==> config.mk <==
export PLATFORM = sky130hd
export DESIGN_NAME = rice_partition_scheduler
export DESIGN_NICKNAME = d
export VERILOG_FILES = /design/src/rtl/rice_partition_scheduler.sv
export SDC_FILE = /design/constraint.sdc
export NUM_CORES = 2
export LEC_CHECK = 0
export BUFFER_PORTS_ARGS = -buffer_cell sky130_fd_sc_hd__buf_2
export CAP_MARGIN = 0
export CORE_UTILIZATION = 66
export DETAILED_ROUTE_END_ITERATION = 6
export PLACE_DENSITY_LB_ADDON = 0.2
export SYNTH_ARGS = -nofsm -noshare
export SYNTH_HDL_FRONTEND = slang
export SYNTH_SLANG_ARGS = --single-unit
==> constraint.sdc <==
create_clock -name iClock -period 23.2 [get_ports iClock]
set_input_delay 5.8 -clock iClock [delete_from_list [all_inputs] [get_ports iClock]]
set_output_delay 5.8 -clock iClock [all_outputs]
set_load 0.1 [all_outputs]
==> src/rtl/rice_partition_scheduler.sv <==
// ---------------------------------------------------------------------------
// rice_partition_scheduler
//
// Schedules the Rice bit-packer for one FLAC subframe residual stream.
// Incoming residuals are clamped and folded to unsigned values. They are
// buffered one partition at a time into two ping-pong banks. For each full
// bank the drain side does the following:
//   - picks a Rice parameter k from the partition sum,
//   - issues one parameter command,
//   - issues one code command per residual,
//   - issues a flush command after the last partition of the block.
//
// Optional feature (compile-time macro RICE_BITCOUNT_EN):
//   When defined, the block adds output oBitCount. It holds the total number
//   of bits emitted for the finished block and is valid while oDone pulses.
//
// Ports:
//   iClock        clock, every register updates on its rising edge
//   iReset        synchronous active-high reset
//   iValid        a residual is present on iResidual
//   iResidual     16-bit signed residual
//   iLast         marks the last residual of the block (qualified by iValid)
//   oReady        accepting residuals (registered)
//   oEnable       command strobe to the packer
//   oChangeParam  command: emit the 4-bit Rice parameter oRiceParam
//   oFlush        command: flush the partial word and close the block
//   oRiceParam    selected k (during the parameter command)
//   oTotal        code length: upper + k + 1
//   oUpper        u >> k (unary part)
//   oLower        (1 << k) | low k bits of u
//   oDone         one-cycle pulse in the cycle after the flush command
//   oBitCount     (RICE_BITCOUNT_EN only) total bits of the finished block
// ---------------------------------------------------------------------------
module rice_partition_scheduler #(
  parameter int PART_LOG2 = 6,
  parameter int MAX_K     = 14
) (
  input  logic        iClock,
  input  logic        iReset,
  input  logic        iValid,
  input  logic [15:0] iResidual,
  input  logic        iLast,
  output logic        oReady,
  output logic        oEnable,
  output logic        oChangeParam,
  output logic        oFlush,
  output logic [3:0]  oRiceParam,
  output logic [15:0] oTotal,
  output logic [15:0] oUpper,
  output logic [15:0] oLower,
  output logic        oDone
`ifdef RICE_BITCOUNT_EN
  ,
  output logic [31:0] oBitCount
`endif
);

  localparam int PART_SIZE = 1 << PART_LOG2;
  localparam int CW        = PART_LOG2 + 1;  // counts 0..PART_SIZE

  localparam logic [2:0] S_IDLE   = 3'd0;
  localparam logic [2:0] S_CHOOSE = 3'd1;
  localparam logic [2:0] S_PARAM  = 3'd2;
  localparam logic [2:0] S_CODES  = 3'd3;
  localparam logic [2:0] S_FLUSH  = 3'd4;
  localparam logic [2:0] S_DONE   = 3'd5;

  // ---------------------------------------------------------------------
  // Input clamp and fold
  // ---------------------------------------------------------------------
  logic [15:0] clamp;
  logic [14:0] in_u;

  always_comb begin
    if ($signed(iResidual) > 16'sd16383)       clamp = 16'h3FFF;
    else if ($signed(iResidual) < -16'sd16384) clamp = 16'hC000;
    else                                       clamp = iResidual;
    // A negative r gives -2r-1 == ~(2r). Only 15 bits survive the clamp.
    in_u = clamp[15] ? ~{clamp[13:0], 1'b0} : {clamp[13:0], 1'b0};
  end

  // ---------------------------------------------------------------------
  // Fill side
  // ---------------------------------------------------------------------
  logic          ready_q, ready_d;
  logic          fill_bank_q, fill_bank_d;
  logic [CW-1:0] cnt_q;
  logic [23:0]   acc_q;
  logic [1:0]    full_q, full_d;
  logic [CW-1:0] bcount_q [2];
  logic [23:0]   bsum_q   [2];
  logic [1:0]    blast_q;

  logic          accept;
  logic [CW-1:0] cnt_inc;
  logic [23:0]   acc_inc;
  logic          close;

  assign accept  = iValid & ready_q;
  assign cnt_inc = cnt_q + CW'(1);
  assign acc_inc = acc_q + 24'(in_u);
  // Reaching PART_SIZE and iLast on the same sample yield one close.
  assign close   = accept & ((cnt_inc == CW'(PART_SIZE)) | iLast);

  // ---------------------------------------------------------------------
  // Drain side
  // ---------------------------------------------------------------------
  logic [2:0]          state_q, state_d;
  logic                drain_bank_q, drain_bank_d;
  logic [3:0]          k_q, k_d;
  logic [CW-1:0]       idx_q, idx_d;
  logic [14:0]         rd_q;
  logic [PART_LOG2-1:0] rd_idx;

  logic [CW-1:0] drain_count;
  logic [23:0]   drain_sum;
  logic          last_code;

  assign drain_count = bcount_q[drain_bank_q];
  assign drain_sum   = bsum_q[drain_bank_q];
  assign last_code   = (state_q == S_CODES) && (idx_q == drain_count - CW'(1));

  // The fill side only sets a bank that is empty, and the drain side only
  // clears the bank it is reading. So both updates never hit the same bit.
  always_comb begin
    full_d = full_q;
    if (close)     full_d[fill_bank_q]  = 1'b1;
    if (last_code) full_d[drain_bank_q] = 1'b0;
    fill_bank_d = close ? ~fill_bank_q : fill_bank_q;
    ready_d     = ~full_d[fill_bank_d];
  end

  always_ff @(posedge iClock) begin
    if (iReset) begin
      ready_q     <= 1'b1;
      fill_bank_q <= 1'b0;
      cnt_q       <= '0;
      acc_q       <= '0;
    end else begin
      ready_q     <= ready_d;
      fill_bank_q <= fill_bank_d;
      if (close) begin
        cnt_q <= '0;
        acc_q <= '0;
      end else if (accept) begin
        cnt_q <= cnt_inc;
        acc_q <= acc_inc;
      end
    end
  end

  // Per-bank descriptor: occupancy plus the count, sum and last flag
  // captured at close.
  generate
    for (genvar gi = 0; gi < 2; gi++) begin : g_bank
      always_ff @(posedge iClock) begin
        if (iReset) begin
          full_q[gi]   <= 1'b0;
          bcount_q[gi] <= '0;
          bsum_q[gi]   <= '0;
          blast_q[gi]  <= 1'b0;
        end else begin
          full_q[gi] <= full_d[gi];
          if (close && (fill_bank_q == 1'(gi))) begin
            bcount_q[gi] <= cnt_inc;
            bsum_q[gi]   <= acc_inc;
            blast_q[gi]  <= iLast;
          end
        end
      end
    end
  endgenerate

  // Residual storage for both banks: the bank bit selects the upper half.
  // The read runs one index ahead of the code being emitted. PARAM fetches
  // entry 0, and each CODES cycle fetches the next entry.
  logic [14:0] mem [2*PART_SIZE];

  always_comb begin
    rd_idx = '0;
    if (state_q == S_CODES) rd_idx = PART_LOG2'(idx_q + CW'(1));
  end

  always_ff @(posedge iClock) begin
    if (accept) mem[{fill_bank_q, cnt_q[PART_LOG2-1:0]}] <= in_u;
    rd_q <= mem[{drain_bank_q, rd_idx}];
  end

  // Parameter choice: ge[gi] is set when count << gi fits within the sum.
  // The predicate is monotone, so the highest set bit gives the largest k.
  logic [MAX_K:0] ge;
  logic [3:0]     k_sel;

  generate
    for (genvar gi = 0; gi <= MAX_K; gi++) begin : g_kcmp
      assign ge[gi] = ((32'(drain_count) << gi) <= 32'(drain_sum));
    end
  endgenerate

  always_comb begin
    k_sel = 4'd0;
    for (int i = 0; i <= MAX_K; i++) begin
      if (ge[i]) k_sel = 4'(i);
    end
  end

  always_comb begin
    state_d      = state_q;
    drain_bank_d = drain_bank_q;
    k_d          = k_q;
    idx_d        = idx_q;
    case (state_q)
      S_IDLE:   if (full_q[drain_bank_q]) state_d = S_CHOOSE;
      S_CHOOSE: begin
        k_d     = k_sel;
        state_d = S_PARAM;
      end
      S_PARAM: begin
        idx_d   = '0;
        state_d = S_CODES;
      end
      S_CODES: begin
        if (last_code) begin
          drain_bank_d = ~drain_bank_q;
          state_d      = blast_q[drain_bank_q] ? S_FLUSH : S_IDLE;
        end else begin
          idx_d = idx_q + CW'(1);
        end
      end
      S_FLUSH:  state_d = S_DONE;
      S_DONE:   state_d = S_IDLE;
      default:  state_d = S_IDLE;
    endcase
  end

  always_ff @(posedge iClock) begin
    if (iReset) begin
      state_q      <= S_IDLE;
      drain_bank_q <= 1'b0;
      k_q          <= '0;
      idx_q        <= '0;
    end else begin
      state_q      <= state_d;
      drain_bank_q <= drain_bank_d;
      k_q          <= k_d;
      idx_q        <= idx_d;
    end
  end

  // ---------------------------------------------------------------------
  // Command outputs
  // ---------------------------------------------------------------------
  logic [15:0] code_u, code_upper, code_lower, code_total, low_mask;

  always_comb begin
    code_u     = {1'b0, rd_q};
    low_mask   = (16'd1 << k_q) - 16'd1;
    code_upper = code_u >> k_q;
    code_lower = (16'd1 << k_q) | (code_u & low_mask);
    code_total = code_upper + 16'(k_q) + 16'd1;
  end

  assign oReady       = ready_q;
  assign oEnable      = (state_q == S_PARAM) || (state_q == S_CODES) || (state_q == S_FLUSH);
  assign oChangeParam = (state_q == S_PARAM);
  assign oFlush       = (state_q == S_FLUSH);
  assign oRiceParam   = (state_q == S_PARAM) ? k_q : 4'd0;
  assign oTotal       = (state_q == S_CODES) ? code_total : 16'd0;
  assign oUpper       = (state_q == S_CODES) ? code_upper : 16'd0;
  assign oLower       = (state_q == S_CODES) ? code_lower : 16'd0;
  assign oDone        = (state_q == S_DONE);

`ifdef RICE_BITCOUNT_EN
  // The running bit total covers the 4-bit parameter field and every code.
  // The total is latched at flush, so it is stable while oDone pulses.
  logic [31:0] bitcnt_q;
  logic [31:0] bitcount_q;

  always_ff @(posedge iClock) begin
    if (iReset) begin
      bitcnt_q   <= '0;
      bitcount_q <= '0;
    end else begin
      case (state_q)
        S_PARAM: bitcnt_q <= bitcnt_q + 32'd4;
        S_CODES: bitcnt_q <= bitcnt_q + 32'(code_total);
        S_FLUSH: begin
          bitcount_q <= bitcnt_q;
          bitcnt_q   <= '0;
        end
        default: ;
      endcase
    end
  end

  assign oBitCount = bitcount_q;
`endif

endmodule

# Word-level counts from Yosys, hierarchy flattened
# Memory sizes are Yosys's and may differ from the RTL's. A register that Yosys moved wholly into a read port is not among the register bits.
# Index checks and enable logic that the tools add are counted.
dict set report totals {
  reg_bits 52
  mem_bits_rw 1982
  inputBits 20
  elab_cells 143
  n_memories 3
}
# name words word_bits read_ports rd_clocked_by_memory_dff write_ports line
set mem_list {}
lappend mem_list {mem 128 15 1 1 1 177} ;# logic [14:0] mem [2*PART_SIZE];
lappend mem_list {bsum_q 2 24 1 1 2 91} ;# logic [23:0] bsum_q [2];
lappend mem_list {bcount_q 2 7 1 1 2 90} ;# logic [CW-1:0] bcount_q [2];
dict set report classes {
  n_addsub 7
  order_cmp 21
  eq_ne 10
  n_shift 2
  mux 59
  bitwise_logic 16
  n_reduce_logical 13
}
# operator count
set op_table {}
lappend op_table {{$mux 16} 5}
lappend op_table {{$mux 4} 14}
lappend op_table {{$mux 24} 2}
lappend op_table {{$add 24x15->24} 1}
lappend op_table {{$le 10x24->1} 1}
lappend op_table {{$le 11x24->1} 1}
lappend op_table {{$le 12x24->1} 1}
lappend op_table {{$le 13x24->1} 1}
lappend op_table {{$le 14x24->1} 1}
lappend op_table {{$le 15x24->1} 1}
lappend op_table {{$le 16x24->1} 1}
lappend op_table {{$le 17x24->1} 1}
lappend op_table {{$le 18x24->1} 1}
lappend op_table {{$le 19x24->1} 1}
lappend op_table {{$le 20x24->1} 1}
lappend op_table {{$le 21x24->1} 1}
lappend op_table {{$le 8x24->1} 1}
lappend op_table {{$le 9x24->1} 1}
lappend op_table {{$mux 1} 24}
lappend op_table {{$mux 7} 3}
lappend op_table {{$add 16x1->16 const B} 1}
lappend op_table {{$add 16x4->16} 1}
lappend op_table {{$and 15x16->16} 1}
lappend op_table {{$gt 16x15->1 const B} 1}
lappend op_table {{other kinds (35)} 61}

# Depth between registers and ports, before layout
dict set report logic_depth {
  depth_word 15
  ltp_mapped 16
  ltp_nobuf 14
}

# Worst setup path before layout
# OpenSTA, ideal clock, no wires.
dict set report synth_path {
  kind {input port to flip-flop}
  start {input port iResidual[15]}
  end {memory bsum_q[0][17] (data pin)}
  setup_ns 0.265
  arrival_time_ns 12.379
  required_time_ns 22.935
  setup_slack_ns 10.556
  stages 14
  cell_sequence {or2_2 -> clkbuf_1 -> clkbuf_1 -> nor2_1 -> a21oi_1 -> ha_1 -> a2111oi_0 -> nand2_1 -> a21oi_1 -> o31ai_1 -> a41oi_1 -> clkbuf_1 -> xor2_1 -> nor2_1}
}
# element line
set synth_rtl {}
lappend synth_rtl {{start, declared} 41} ;# input logic [15:0] iResidual,
lappend synth_rtl {{end, declared} 91}

# Worst setup path after layout
dict set report layout_path {
  start {register k_q[0]}
  end {output port oTotal[9]}
}
dict set report layout_between {
  elab_chain_len 4
}
# element line
set layout_lines {}
lappend layout_lines {{start, declared} 110} ;# logic [3:0] k_q, k_d;
lappend layout_lines {{start signal, assigned} 245} ;# k_q <= k_d;
lappend layout_lines {{$shr 15x4->16} 258} ;# code_upper = code_u >> k_q;
lappend layout_lines {{$add 16x4->16 *} 260} ;# code_total = code_upper + 16'(k_q) + 16'd1;
lappend layout_lines {{$add 16x1->16 *} 260}
lappend layout_lines {{$mux 16 *} 268} ;# assign oTotal = (state_q == S_CODES) ? code_total : 16'd0;
lappend layout_lines {{end, declared} 48} ;# output logic [15:0] oTotal,
# Mark *: on every way between the ends. The rest lies on a longest branch, timed or not.

==> impl_metrics.ini <==
[critical_path]
crit_path_max_incr_delay_ns = 0.57
start_kind = flip-flop
crit_required_ns = 17.40
path_buf_inv = 3
critPathArrivalTime_ns = 4.87
cp_slowest_cell = mux4_2
path_delay_family = multiplexers
setup.worst_path.class = reg2out
cp_common_cell = o21ai_0
worst_setup_path_end_kind = primary output
cp_max_fo = 27
crit_path_cell_trace = buf_4 > mux4_2 > mux2i_1 > nand2_1 > o21ai_0 > inv_1 > ha_1 > nor2b_1 > o21ai_0 > nand2b_1 > a21oi_1 > nor2_1 > xor2_1 > nor3_1 > buf_2

[logic_synthesis]
synth_common_cells = edfxtp_1, nand2_1, nor2_1
synthSimpleGateAreaFrac_pct = 9.153
synth_edf_count = 1982
syn_inst = 5958
netlist_area_um2 = 85650
synth_xor_area_share_pct = 0.4791
synth_compound_area_share_pct = 12.22
ys_async_sr_fraction_pct = 0
synth_flop_cell = edfxtp_1
synth_nets = 6103
yosysTopAreaCell = edfxtp_1
yosysSeqAreaShare_pct = 71.08
synth_top_family_by_area = compound AO/OA/AOI/OAI gates
ys_seq_elements = 2050
synth.area.mux_share_pct = 2.530
postSynthAreaPerCell_um2 = 14.38
netlist-cell-type-count = 89
synth_most_common_cell = edfxtp_1
synth_fa_ha_area_share_pct = 1.844
ys.warnings.count = 0
ys_top_cells_by_area = edfxtp_1, o221ai_1, nand2_1
synth_top_area_share_pct = 69.49

[global_route]
grt_max_degree = 184
use_met2_pct = 53.29
grt_use_met1_pct = 48.77
grt_pass1_wl_mm = 340.8
grt-ovfl-total = 0
busiest_layer = met2
use_met3_pct = 8.598
grt_pass1_vias = 53256
antenna_found_initial = 14
grt_usage_pct = 35.24

[cts]
post-cts-setup-buffers = 0
clockBufferDepth = 3
numClockSinks = 2050
clock_latency_ns = 0.85
postCtsHoldBufs = 0
clock_tree.root_cell = clkbuf_16
cts-htree-levels = 4
ctsResizeCount = 0
cts_tree = yes
clkTransAtPathRegs_ns = 0.06
cts_buffers = 192

[pwr]
clkPwrFrac_pct = 40.3
pwr_density_cell_nw_per_um2 = 81.21
p_seq_share_pct = 53.8
p_int_w = 0.005953
power.switching_w = 0.001693
swShare_pct = 22.14
combPwrFrac_pct = 5.8
p_leak_nw = 31.93
vdd_drop_max_v = 0.00008431

[outcome]
status = finished clean

[floorplanning]
pin_count = 77
core_area_um2 = 128200
initial_core_util_pct = 66.82
num_rows = 131
die_w_um = 362.2
die_area_um2 = 131200
die_h_um = 362.2

[detailed_routing]
drt-total-wl_mm = 232.5
route.detailed.drc = 0
wl_per_cell_um = 29.59
via_per_inst = 7.118
ant_nets = 0
dr.pass1.iters = 6
vias = 55926
dr.first_iter.drc_count = 9042

[sta]
timing.final.ws_setup_ns = 12.53
finalCriticalPeriod_ns = 10.67
rsz0062_at_grt = no
period_share_pct = 45.98
worst_pin_slew_ns = 1.430
max_freq_mhz = 93.75
drv_slew = 0
skew_ns = 0.03500
setup-violations-final = 0
max-slew-margin-rel_pct = 4.295
hold_viol = 0
fin_tns_setup_ns = 0

[layout]
finalNetCount = 6104
fillers = 7786
drive_gt1_share_pct = 11.06
syn_to_final_growth_pct = 9.929

[placement]
dpl_worst_slack_ns = 13.17
port_buffers = 75
gp_congestion = 0.9204
dpl.hpwl_mm = 131.4

[job]
max-cap-violations = 0

[hold_path]
hold_path.class = reg2reg
path summary, 6_finish.rpt:
path	startpoint	to	cells past startpoint	slack, ns
worst max-delay path	k_q[0]$_SDFFE_PP0N_	oTotal[9]	15	12.53
worst min register to register	acc_q[0]$_SDFFE_PP0P_	acc_q[0]$_SDFFE_PP0P_	2	0.48
worst max register to register	idx_q[0]$_SDFFE_PP0P_	rd_q[0]$_DFF_P_	11	15.87
worst min-delay path	acc_q[0]$_SDFFE_PP0P_	acc_q[0]$_SDFFE_PP0P_	2	0.48
cell families (layout without fill, tap and decap cells):
kind of cell / Yosys count / in the layout
other cells: 1 / 9
simple gates: 1618 / 1618
flops: 2050 / 2050
compound gates: 1435 / 1435
buf+inv: 515 / 677
xor+xnor: 46 / 46
mux: 168 / 168
fa+ha+maj: 125 / 125
layout by cell type (no fill, tap or decap), types with 142 or more instances in the layout:
cell       Yosys  final
a311oi_1     162    162
nor2_1       340    326
a211oi_1     223    223
o221ai_1     333    333
clkbuf_16      0    197
o22ai_1      142    142
a21oi_1      217    203
nand2_1      510    507
and3_1       238    238
nand3_1      206    206
edfxtp_1    1982   1982
buf_4         34    193
power by group through the flow:
stage | sequential, W | combinational, W | clock (W)
floorplan | 0.00420 | 0.000280 | 0
global placement | 0.00419 | 0.000418 | 0
detailed placement | 0.00420 | 0.000431 | 0
CTS | 0.00412 | 0.000432 | 0.00309
global route | 0.00412 | 0.000476 | 0.00323
finish | 0.00412 | 0.000444 | 0.00308
registers in the layout, indices dropped and copies added, names as in the netlist, 2 cells and up, named ones only:
| signal | count |
|---|---|
| mem | 1920 |
| bsum_q | 48 |
| acc_q | 24 |
| rd_q | 15 |
| bcount_q | 14 |
| cnt_q | 7 |
| idx_q | 7 |
| k_q | 4 |
| state_q | 3 |
| blast_q | 2 |
| full_q | 2 |
cell type report:
type                            instances  area, um^2  share of cell area [%]
Sequential cell                      2050       60880                   64.66
Multi-Input combinational cell       3393       22770                   24.18
Clock buffer                          245        5110                   5.427
Tap cell                             1729        2163                   2.298
Timing Repair Buffer                  279        2051                   2.178
Clock inverter                        110       998.5                   1.060
Inverter                               43       161.4                  0.1714
Antenna cell                            8       20.02                 0.02126
through the flow:
stage	util [%]	total power [W]	hold WS (ns)	area, um^2	instances
after floorplan	-	0.004483	0.4400	85650	5958
after global placement	68.67	0.004612	0.4666	88020	7493
after detailed placement	68.67	0.004626	0.4691	88020	7493
after CTS	73.43	0.007641	0.4822	94120	7848
after global routing	73.44	0.007823	0.5092	94140	7849
final	73.46	0.007646	0.4828	94160	7857
worst reg2reg max path: stages, from the launching register on:
cell	delay (ns)
dfxtp_4	0.87
ha_1	0.47
xor2_4	0.94
buf_4	0.73
buf_4	0.64
buf_4	0.78
and3_1	0.33
a211oi_1	0.05
a311oi_1	0.58
nor3_1	0.15
or4_1	0.66
a311oi_1	0.90
metal layers:
metal | up-vias | part of all wire [%] | wire length, um
li1 | 23922 | - | -
met1 | 27526 | 37 | 85240
met2 | 3839 | 46 | 106300
met3 | 629 | 13 | 29420
met4 | 10 | 5.0 | 11530
met5 | - | 0.029 | 67
Note: power is estimated with default switching activity, not from simulation.
